**src/rtl/data_memory_reader_pkg.sv**
```systemverilog
// Shared debug-unit constants: memory-reader FSM encodings and UART byte sizing.
package data_memory_reader_pkg;

    localparam logic [2:0] ST_IDLE    = 3'd0;
    localparam logic [2:0] ST_REQ     = 3'd1;
    localparam logic [2:0] ST_LATCH   = 3'd2;
    localparam logic [2:0] ST_SEND    = 3'd3;
    localparam logic [2:0] ST_WAIT_TX = 3'd4;
    localparam logic [2:0] ST_NEXT    = 3'd5;
    localparam logic [2:0] ST_DONE    = 3'd6;

    typedef enum logic [2:0] {
        S_IDLE    = ST_IDLE,
        S_REQ     = ST_REQ,
        S_LATCH   = ST_LATCH,
        S_SEND    = ST_SEND,
        S_WAIT_TX = ST_WAIT_TX,
        S_NEXT    = ST_NEXT,
        S_DONE    = ST_DONE
    } state_e;

    localparam int DBG_NB_BYTE        = 8;
    localparam int DBG_NB_DATA        = 32;
    localparam int DBG_BYTES_PER_WORD = DBG_NB_DATA / DBG_NB_BYTE;

endpackage

```
**src/rtl/data_memory_reader.sv**
```systemverilog
// Debug-unit memory dump engine: reads every data-memory word in address order
// and streams its bytes, MSB first, to the UART transmitter one handshake at a time.
module data_memory_reader
    import data_memory_reader_pkg::*;
#(
    parameter int MEMORY_DEPTH = 32,
    parameter int NB_ADDR      = 5,
    parameter int NB_DATA      = 32,
    parameter int NB_BYTE      = DBG_NB_BYTE
) (
    input  logic               i_clock,
    input  logic               i_reset,
    input  logic               i_start,
    input  logic               i_tx_done,
    input  logic [NB_DATA-1:0] i_mem_data,
    output logic               o_mem_enable,
    output logic               o_mem_read,
    output logic [NB_ADDR-1:0] o_mem_address,
    output logic               o_tx_start,
    output logic [NB_BYTE-1:0] o_tx_data,
    output logic               o_busy,
    output logic               o_done
);

    localparam int BYTES_PER_WORD = NB_DATA / NB_BYTE;
    localparam int NB_BYTE_CNT    = (BYTES_PER_WORD > 1) ? $clog2(BYTES_PER_WORD) : 1;

    localparam logic [NB_ADDR-1:0]     LAST_ADDR = NB_ADDR'(MEMORY_DEPTH - 1);
    localparam logic [NB_ADDR-1:0]     ADDR_ONE  = {{(NB_ADDR-1){1'b0}}, 1'b1};
    localparam logic [NB_BYTE_CNT-1:0] LAST_BYTE = NB_BYTE_CNT'(BYTES_PER_WORD - 1);
    localparam logic [NB_BYTE_CNT-1:0] BYTE_ONE  = {{(NB_BYTE_CNT-1){1'b0}}, 1'b1};

    state_e                 state_r;
    logic [NB_ADDR-1:0]     addr_r;
    logic [NB_BYTE_CNT-1:0] byte_cnt_r;
    logic [NB_DATA-1:0]     shift_r;
    logic [NB_DATA-1:0]     shift_next_s;
    logic [NB_ADDR-1:0]     addr_inc_s;

    // Next word image after one byte has gone out, plus the following address.
    always_comb begin
        shift_next_s = shift_r << NB_BYTE;
        addr_inc_s   = addr_r + ADDR_ONE;
    end

    // Dump sequencer: state, counters, shift register and all registered outputs.
    always_ff @(posedge i_clock) begin
        if (i_reset) begin
            state_r       <= S_IDLE;
            addr_r        <= {NB_ADDR{1'b0}};
            byte_cnt_r    <= {NB_BYTE_CNT{1'b0}};
            shift_r       <= {NB_DATA{1'b0}};
            o_mem_enable  <= 1'b0;
            o_mem_read    <= 1'b0;
            o_mem_address <= {NB_ADDR{1'b0}};
            o_tx_start    <= 1'b0;
            o_tx_data     <= {NB_BYTE{1'b0}};
            o_busy        <= 1'b0;
            o_done        <= 1'b0;
        end else begin
            // Strobes are single-cycle; each transition re-asserts the one it needs.
            o_mem_enable <= 1'b0;
            o_mem_read   <= 1'b0;
            o_tx_start   <= 1'b0;
            o_done       <= 1'b0;
            case (state_r)
                S_IDLE: begin
                    if (i_start) begin
                        addr_r        <= {NB_ADDR{1'b0}};
                        byte_cnt_r    <= {NB_BYTE_CNT{1'b0}};
                        o_mem_address <= {NB_ADDR{1'b0}};
                        o_mem_enable  <= 1'b1;
                        o_mem_read    <= 1'b1;
                        o_busy        <= 1'b1;
                        state_r       <= S_REQ;
                    end
                end
                S_REQ: begin
                    state_r <= S_LATCH;
                end
                S_LATCH: begin
                    // Memory data is valid only now, so the first byte is taken straight from it.
                    shift_r    <= i_mem_data;
                    o_tx_data  <= i_mem_data[NB_DATA-1 -: NB_BYTE];
                    o_tx_start <= 1'b1;
                    state_r    <= S_SEND;
                end
                S_SEND: begin
                    state_r <= S_WAIT_TX;
                end
                S_WAIT_TX: begin
                    if (i_tx_done) begin
                        shift_r    <= shift_next_s;
                        byte_cnt_r <= byte_cnt_r + BYTE_ONE;
                        if (byte_cnt_r == LAST_BYTE) begin
                            state_r <= S_NEXT;
                        end else begin
                            o_tx_data  <= shift_next_s[NB_DATA-1 -: NB_BYTE];
                            o_tx_start <= 1'b1;
                            state_r    <= S_SEND;
                        end
                    end
                end
                S_NEXT: begin
                    // Compare before incrementing so the address never wraps.
                    if (addr_r == LAST_ADDR) begin
                        o_done  <= 1'b1;
                        state_r <= S_DONE;
                    end else begin
                        addr_r        <= addr_inc_s;
                        byte_cnt_r    <= {NB_BYTE_CNT{1'b0}};
                        o_mem_address <= addr_inc_s;
                        o_mem_enable  <= 1'b1;
                        o_mem_read    <= 1'b1;
                        state_r       <= S_REQ;
                    end
                end
                S_DONE: begin
                    o_busy  <= 1'b0;
                    state_r <= S_IDLE;
                end
                default: begin
                    o_busy  <= 1'b0;
                    state_r <= S_IDLE;
                end
            endcase
        end
    end

endmodule

```
**config.mk**
```make
export PLATFORM = sky130hd
export DESIGN_NAME = data_memory_reader
export DESIGN_NICKNAME = d
export VERILOG_FILES = /design/src/rtl/data_memory_reader_pkg.sv /design/src/rtl/data_memory_reader.sv
export SDC_FILE = /design/constraint.sdc
export NUM_CORES = 1
export LEC_CHECK = 0
export CAP_MARGIN = 20
export CORE_MARGIN = 1.5
export CORE_UTILIZATION = 35
export CTS_BUF_LIST = sky130_fd_sc_hd__clkbuf_16
export CTS_CLUSTER_SIZE = 16
export DETAILED_ROUTE_END_ITERATION = 8
export DONT_BUFFER_PORTS = 1
export SLEW_MARGIN = 40
export SYNTH_ARGS = -nofsm -noshare
export SYNTH_HDL_FRONTEND = slang
export SYNTH_SLANG_ARGS = --single-unit
export TNS_END_PERCENT = 5
```
**constraint.sdc**
```tcl
create_clock -name i_clock -period 2.45 [get_ports i_clock]
set_input_delay 0.245 -clock i_clock [delete_from_list [all_inputs] [get_ports i_clock]]
set_output_delay 0.245 -clock i_clock [all_outputs]
set_load 0.03 [all_outputs]
```
==> impl_summary.md <==
Pwr
The ratio of total power to cell area is between 600 and 700 mW/mm^2. The design draws ~1.7 mW. The leakage dissipation is ~0.81 nW. The worst-case IR drop observed on VDD is 0.386 mV.

STA
The portion of the clock cycle consumed by the worst path in the final layout is approximately four fifths. Across all setup checks in the final design, the least slack found is 0.465 ns. The max-slew violation total from the final report is 0. The number of endpoints with negative hold slack in the final report is 0. Setup repair after global routing left no endpoint under its margin. The worst-margin pin slew is 0.793 ns. After layout, the minimum clock period comes to 1.99 ns. For this run, the top clock speed supported by timing is 504 MHz. Final hold analysis gives a worst-case slack of approximately 0.026 ns. The final setup violation count is 0. The remaining max-slew budget at the tightest pin is 47.1%. After routing, the total negative slack on setup checks comes to 0 ns.

The clock arrives with approximately 0.0070 ns of skew.

Floorplanning
Once the floorplan was initialized, standard cells occupied a little over a third of the core. The die outline height is about 84 um. For this design the top-level I/O count stands at between 50 and 60. The horizontal die dimension is 83.8 um. Row generation in the floorplan step produced 29 rows. The placeable core region is approximately 0.0063 mm^2. The floorplan step defined a die boundary enclosing about 0.0070 mm^2.

Setup path
The kind of end point of the critical path is a flip-flop. Along the worst path, the maximum fanout reaches 5. The worst setup path is of the reg2reg kind. STA puts the critical path data required time at ~2.7 ns.

The origin of the critical flop-to-flop path is addr_r[0]$_SDFFE_PP0P_. The startpoint kind of the worst setup timing path is a flip-flop. In this run the worst setup path begins at addr_r[0]$_SDFFE_PP0P_. STA puts the critical path data arrival time at roughly 2.2 ns.

Yosys
Summed over its instances, the top area cell type makes up between 40% and 50% of the synthesized netlist area. The mapped netlist covers between 0.002 and 0.0025 mm^2. In this run, distinct cell masters in the synthesized netlist total 40.

In the synthesized netlist the async set-or-reset flop fraction comes to 0%. The total number of yosys warnings is 0. The largest area contributor in the synthesized netlist is sky130_fd_sc_hd__dfxtp_1. Ranked by total cell area, the synthesized netlist is headed by sky130_fd_sc_hd__dfxtp_1 40%, sky130_fd_sc_hd__a211oi_2 12%, sky130_fd_sc_hd__mux2i_1 11%. The most frequent cell after synthesis is sky130_fd_sc_hd__dfxtp_1. By count the netlist is led by 46 x sky130_fd_sc_hd__dfxtp_1, 41 x sky130_fd_sc_hd__nor2_1, 25 x sky130_fd_sc_hd__mux2i_1. The sequential share of the synthesized area is around two fifths.

The predominant post-synthesis flop cell is sky130_fd_sc_hd__dfxtp_1. A synthesized cell averages around 10 um^2. After technology mapping, the gate count stands at between 200 and 250.

The number of nets handed over by synthesis was roughly 270. In this run, synthesis inferred 0 flip-flops with an integrated enable. After synthesis the netlist holds a flip-flop and latch count of between 40 and 50.

Global route
The global routing usage summed across all routing layers is between 10% and 20%. Entering global routing, the biggest net connects 42 pins. The total congestion overflow after global routing is 0. The wire length of the first global-routing pass is 7640 um. The number of global-route vias before repair was around 1,500.

The initial antenna violation count is 0.

CTS
CTS built an H-tree with a depth of 2. Counting the buffers created by CTS gives 5. The number of post-CTS setup repair buffers is 0. The TritonCTS sink count is between 40 and 50.

Counting along the longest clock path gives a buffer depth of 2. After clock tree synthesis, the clock-pin slew on the worst setup and hold paths is roughly 0.06 ns. Clock latency on the worst-skew pair, taken at its later pin, is roughly 0.28 ns. The CTS tree is done. The number of resized instances in the post-cts repair step is 0. The root buffer cell chosen for the clock tree is sky130_fd_sc_hd__clkbuf_16. The number of buffers inserted by hold repair at cts is 0.

Placed design
The final RePlAce weighted congestion is between 0.7 and 0.8. The worst setup slack before clock tree synthesis is about 0.46 ns. The detailed placer's ending HPWL is 3130 um. The count of buffers added on input and output ports is 0. The number of cells in the design after placement is between 200 and 300.

The area after detailed placement is 0.00233 mm^2.

Detailed routing
For this run, design rule violations remaining after detail routing come to 0. The total via count in the routed design is 1,626. The pre-antenna-repair detailed-routing pass consisted of 4 iterations. The first-iteration detailed-routing DRC count is 45. After detailed routing, the average wire length per cell comes to around 15 um. In this run the remaining antenna-violating nets after routing total 0. The average vias per placed instance is 5.40. The routed design has 4530 um of wire.

Run
The max-capacitance violation count is 0.

Cells and area
Cells with a size suffix above 1 make up between 10% and 20% of the layout. The net count of the finished layout is about 270. The share of the core filled with cells in the final layout is 39.2%.

The number of diodes is 0. After routing the design area is about 0.0025 mm^2. The layout overhead on the synthesized area is 8.38%. The finished layout holds 301 standard cells, fillers aside.

Hold path
The path type of the worst min-delay path is in2reg. The worst hold path begins at i_reset.

Run status
The run finished with clean final reports.
-- critical path, cell delays in order, from the launching register on --
cell and delay [ns]:
sky130_fd_sc_hd__dfxtp_1 0.45, sky130_fd_sc_hd__ha_1 0.28, sky130_fd_sc_hd__and3_1 0.20, sky130_fd_sc_hd__ha_1 0.18
sky130_fd_sc_hd__nand3b_1 0.26, sky130_fd_sc_hd__a21oi_2 0.26, sky130_fd_sc_hd__nand4_1 0.11, sky130_fd_sc_hd__a21oi_1 0.18
-- flip-flops by register name, summed over array words and instances (netlist names) --
| name | count |
|---|---|
| o_tx_data | 8 |
| state_r | 3 |
| o_tx_start | 1 |
| shift_r | 24 |
| addr_r | 5 |
| o_done | 1 |
| o_busy | 1 |
| byte_cnt_r | 2 |
| o_mem_read | 1 |
-- layout by cell type, fill, tap and decap left out, drive strengths merged, types with 2 or more instances in the layout --
master / count
xnor2: 2
nor2: 41
a21o: 2
nor2b: 2
nand2: 6
nand4: 2
nor3b: 2
nand3b: 4
o21ai: 3
buf: 5
and2: 2
a21oi: 9
dfxtp: 46
a22oi: 9
inv: 6
nand2b: 3
o22ai: 2
mux2i: 25
clkinv: 2
a211oi: 27
ha: 6
clkbuf: 5
-- layout make-up --
type                            instances  area [um^2]
Fill cell                             647         3840
Multi-Input combinational cell        160         1230
Sequential cell                        46          921
Clock buffer                            5          125
Tap cell                               77         96.3
Timing Repair Buffer                    5         62.6
Clock inverter                          3         18.8
Inverter                                5         18.8
-- cell families (layout without fill, tap and decap cells) --
| kind of cell | after synthesis | after routing | synth area share [%] |
|---|---|---|---|
| compound gates | 57 | 57 | 23.1 |
| xor+xnor | 2 | 2 | 0.767 |
| fa+ha+maj | 6 | 6 | 3.29 |
| simple gates | 70 | 70 | 15.3 |
| mux | 25 | 25 | 11.0 |
| buf+inv | 23 | 18 | 6.30 |
| flops | 46 | 46 | 40.3 |
-- routing by layer --
layer  global-route usage [%]  wire [um]  up-vias
met4                     5.66         70        0
li1                         -          -      812
met5                        0          0        -
met2                     19.3       1950       48
met1                     18.7       2210      760
met3                     4.45        299        6
-- path summary, 6_finish.rpt --
| path | to | slack (ns) | cells after the start |
|---|---|---|---|
| setup reg to reg | addr_r[1]$_SDFFE_PP0P_ | 0.46 | 7 |
| hold reg to reg | byte_cnt_r[1]$_SDFFE_PP0P_ | 0.48 | 2 |
| setup / recovery | addr_r[1]$_SDFFE_PP0P_ | 0.46 | 7 |
| hold / removal | addr_r[4]$_SDFFE_PP0P_ | 0.03 | 1 |
-- power breakdown --
part	leakage, nW	internal (mW)	switching (mW)
clock network	0.0740	0.378	0.282
registers	0.374	0.796	0.0713
logic	0.359	0.0906	0.111
No activity file was read; power rests on OpenSTA's default activity.
==> variant 1: new RTL, same flow settings <==
The package constant `DBG_NB_BYTE` goes from 8 to 16.
--- a/src/rtl/data_memory_reader_pkg.sv
+++ b/src/rtl/data_memory_reader_pkg.sv
@@ -20,5 +20,5 @@
     } state_e;
 
-    localparam int DBG_NB_BYTE        = 8;
+    localparam int DBG_NB_BYTE        = 16;
     localparam int DBG_NB_DATA        = 32;
     localparam int DBG_BYTES_PER_WORD = DBG_NB_DATA / DBG_NB_BYTE;
Ports: changed (resized o_tx_data); port bits go from 54 to 62. No check against the original RTL was run, so the function may have changed too.
==> variant 1 against the unedited design <==
- total power rose by 0.71%
- synthesized cell count fell by 8.7%
- critical path depth did not move
- design area fell by 12%
- setup slack improved by 0.10 ns
- routed wire length fell by 5.5%
- synthesized area fell by 13%
- sequential cell count fell by 1
- non-clock buffer count rose by 2
==> variant 1: results (changes against the unedited design) <==
slowest_stage: "dfxtp_1"
clkTransAtPathRegs_ns: 0.07
vias: 1462  # -10%
drt-met1-wl_um: 1900  # -14%
clock_latency_ns: 0.29
drive_gt1_frac: 0.115  # -0.0682
rr_startpoint: "addr_r[0]"
dr.first_iter.drc_count: 87  # +93%
ys_seq_area_frac: 0.451  # +0.0478
cts-root-buf: "clkbuf_16"
n_antenna_cell: 0  # unchanged
timing.fmax_mhz: 531  # +5.5%
p_sw_w: 0.000502  # +8.0%
hp-class: "input port to register"
dp_slack_ns: 0.559  # +0.0974 ns
synth_cell_types: 38  # -5.0%
wire_per_inst_um: 15.2  # +1.3%
gp_congestion: 0.829  # +6.2%
grt_pass1_wl_um: 7040  # -7.9%
antenna_found_initial: 0  # unchanged
startpoint: "addr_r[0]"
yosys_warnings: 0  # unchanged
wl_met3_um: 270  # -9.7%
r2r_end: "addr_r[1]"
numCtsBuffers: 5  # unchanged
r2r_cells: 7  # unchanged
clock_path_buffers: 2  # unchanged
grt_max_degree: 39  # -7.1%
synthArstFlopShare: 0  # unchanged
min_path_cells: 1  # unchanged
reg2reg_slack_ns: 0.57  # +0.10 ns
clock_skew_ns: 0.00605  # -0.000937 ns
wl_met2_um: 2090  # +6.9%
portBuffers: 0  # unchanged
cts_max_level: 2  # unchanged
cts_setup_buffers: 0  # unchanged
grt.total_usage: 0.146  # +0.0108
nFillCells: 547  # -15%
crit_path_max_incr_delay_ns: 0.44
synth.area.top_cells: "dfxtp_1 (45%), mux2i_1 (8.0%), nor2_1 (7.9%)"
slew_headroom: 0.614  # +0.143
hold_end: "addr_r[4]"
drt_pass1_iterations: 4  # unchanged
cts-resized-gates: 0  # unchanged
leakagePower_nw: 0.753  # -6.7%
peakVddDrop_mv: 0.331  # -14%
syn-num-nets: 250  # -7.7%
place_hpwl_um: 2920  # -6.6%
outcome: "finished, final reports clean"
yosys-top-cells-count: "dfxtp_1 (45), nor2_1 (42), a211oi_1 (17)"
synth_top_area_cell: "dfxtp_1"
reg_top3: "o_tx_data (16), shift_r (16), addr_r (5)"
worstHoldStart: "i_reset"
path_max_fanout: 4  # -1
-- variant 1: kinds of logic (layout without fill, tap and decap cells) --
logic type / after synthesis / in the layout / share of synthesized area
AND/OR/NAND/NOR: 68 / 68 / 0.162
AO/OA/AOI/OAI: 52 / 52 / 0.202
flip-flops: 45 / 45 / 0.451
buffers and inverters: 20 / 20 / 0.0601
multiplexers: 16 / 16 / 0.0802
adder cells (fa/ha/maj): 5 / 5 / 0.0313
XOR/XNOR: 3 / 3 / 0.0132
-- variant 1: final cells by class --
| class | instances | area [sq um] | area share |
|---|---|---|---|
| tap | 72 | 90.1 | 0.0412 |
| timing repair buffer | 7 | 52.6 | 0.0240 |
| sequential | 45 | 901 | 0.412 |
| clock inverter | 3 | 25.0 | 0.0114 |
| inverter | 5 | 18.8 | 0.00858 |
| clock buffer | 5 | 125 | 0.0572 |
| multi-input combinational | 144 | 976 | 0.446 |
-- variant 1: layer usage --
layer  GRT usage  vias up
met5           0        -
met4      0.0429        0
met3      0.0640        2
met2       0.241       30
met1       0.171      685
li1            -      745
-- variant 1: stage by stage --
| step | cells | hold slack [ns] | cell area (sq um) |
|---|---|---|---|
| global placement | 273 | 0.321 | 2040 |
| floorplan | 209 | 0.393 | 2000 |
| detailed placement | 273 | 0.322 | 2040 |
| finish | 281 | 0.0288 | 2190 |
| CTS | 281 | 0.0203 | 2190 |
| global route | 281 | 0.0171 | 2190 |
-- variant 1: how the worst max path moves through the flow --
stage                          to  cells past startpoint
detailed placement   o_tx_data[3]                      5
global route        o_tx_data[13]                      5
global placement        addr_r[1]                      7
floorplan               addr_r[2]                      7
finish                  addr_r[1]                      7
CTS                     addr_r[4]                      7
-- variant 1: critical path: cells and delay by family (launching register included) --
kind	cells	cell delay, ns
and+or+nand+nor	3	0.57
AOI/OAI and AO/OA	2	0.36
DFF	1	0.44
adders and majority gates	2	0.45
-- variant 1: power groups by stage --
| stage | Combinational (W) | Sequential (W) | Clock (W) |
|---|---|---|---|
| after detailed placement | 0.000177 | 0.000896 | 0 |
| after global placement | 0.000173 | 0.000895 | 0 |
| final | 0.000175 | 0.000879 | 0.000688 |
| after global routing | 0.000199 | 0.000886 | 0.000732 |
| after floorplan | 0.000163 | 0.000882 | 0 |
| after CTS | 0.000177 | 0.000879 | 0.000707 |
==> variant 2: new RTL, same settings <==
Without the edit above. Reset style: asynchronous (`i_reset`), changed in one clocked block.
--- a/src/rtl/data_memory_reader.sv
+++ b/src/rtl/data_memory_reader.sv
@@ -45,5 +45,5 @@
 
     // Dump sequencer: state, counters, shift register and all registered outputs.
-    always_ff @(posedge i_clock) begin
+    always_ff @(posedge i_clock or posedge i_reset) begin
         if (i_reset) begin
             state_r       <= S_IDLE;
Check against the original RTL: differs if i_reset is asserted again (counterexample within 4 cycles, from zero or initial values and one cycle with i_reset high); with i_reset held inactive, the same outputs for 10 cycles.
==> variant 2 against the unedited design <==
- critical endpoint is now shift_r[23]
- sequential cell count unchanged
- setup slack better by 0.059 ns
- design area up 4.9%
- synthesized area rose by 2.7%
- the run now ends with design-rule violations left
- non-clock buffer count unchanged
- via count shrank 11%
- routed wire length shrank 0.40%
Power is not compared: it rests on default switching activity, and its combinational part moved more than twofold at a synthesized area within 25%.
==> variant 2: results (changes against the unedited design) <==
outcome: "complete, but fails checks"
violations: "design-rule violations"
synth_compound_area_frac: 0.0945  # -0.136
rr_startpoint: "state_r[2]"
avgViaCountPerCell: 5.45  # +0.94%
drt_pass1_iterations: 6  # +2
r2r_cells: 3  # -4
worst_slew_pin_slew_ns: 0.578  # -0.214 ns
post-route-drc-count: 7  # +7
clock_skew_ns: 0.00945  # +0.00246 ns
slowest_stage: "dfrtp_1"
grt_pass1_wl_um: 7670  # +0.35%
top_layer_used: "met4"
dp_slack_ns: 0.502  # +0.0402 ns
crit_end: "shift_r[23]"
crit_path_max_incr_delay_ns: 0.55  # +0.10 ns
dr.first_iter.drc_count: 42  # -6.7%
hold_slack_ns: 0.0916  # +0.0658 ns
grt_use_met3: 0.0652  # +0.0207
synth_cell_types: 37  # -7.5%
post_dp_cell_area_sq_um: 2420  # +3.7%
drt-met1-wl_um: 1920  # -13%
timing.final.ws_setup_ns: 0.524  # +0.0588 ns
fin_cells: 265  # -12%
cp_top_family: "flip-flops"
wire_per_inst_um: 17.0  # +13%
cp_data_arrival_time_ns: 2.10  # -0.10 ns
grt_pass1_vias: 1515  # -2.1%
leakagePower_nw: 1.11
peakVddDrop_mv: 0.490
worstHoldStart: "i_mem_data[1]"
grt_max_degree: 47  # +12%
ys_seq_area_frac: 0.491  # +0.0876
yosys-top-cells-count: "dfrtp_1 (46), mux2_1 (24), mux2_2 (24)"
synth.area.top_cells: "dfrtp_1 (49%), mux2_1 (12%), mux2_2 (12%)"
gp_congestion: 0.799  # +2.4%
reg2reg_slack_ns: 0.52  # +0.06 ns
grtUsageMet1: 0.169  # -0.0183
path_max_fanout: 18  # +13
synthMuxAreaShare: 0.248  # +0.138
place_hpwl_um: 3090  # -1.3%
hold_buffers: 1  # +1
nFillCells: 628  # -2.9%
synth_xor_area_frac: 0.00374  # -0.00394
hold_end: "shift_r[1]"
wl_met2_um: 2190  # +12%
grtUsageMet2: 0.219  # +0.0261
finalNetCount: 227  # -14%
wl_met3_um: 388  # +30%
synthArstFlopShare: 1.00  # +1.00
syn_inst: 184  # -20%
antenna_found_initial: 1  # +1
==> variant 2: cell count changes after synthesis, sizes merged, moves of 8 or more <==
cell    before  now
a211oi      27    0
mux2i       25    4
a22oi        9    0
dfxtp       46    0
nor2        41    3
mux2         0   48
dfrtp        0   46
a22o         0    8
==> variant 2: power groups by stage <==
stage / Sequential, W / Clock [W] / Combinational, W
floorplan: 0.00143 / 0 / 0.00106
detailed placement: 0.00157 / 0 / 0.00114
finish: 0.00155 / 0.000774 / 0.00112
global route: 0.00160 / 0.000829 / 0.00126
CTS: 0.00156 / 0.000796 / 0.00115
global placement: 0.00157 / 0 / 0.00112
==> variant 2: area by class of cell <==
type	count	area (sq um)	area share
clock buffers	5	125	0.0482
well taps	77	96.3	0.0371
multi-input cells	121	1100	0.423
inverters	7	28.8	0.0111
flip-flops and latches	46	1150	0.443
diodes	1	2.50	0.000964
clock inverters	3	41.3	0.0159
repair buffers	5	52.6	0.0202
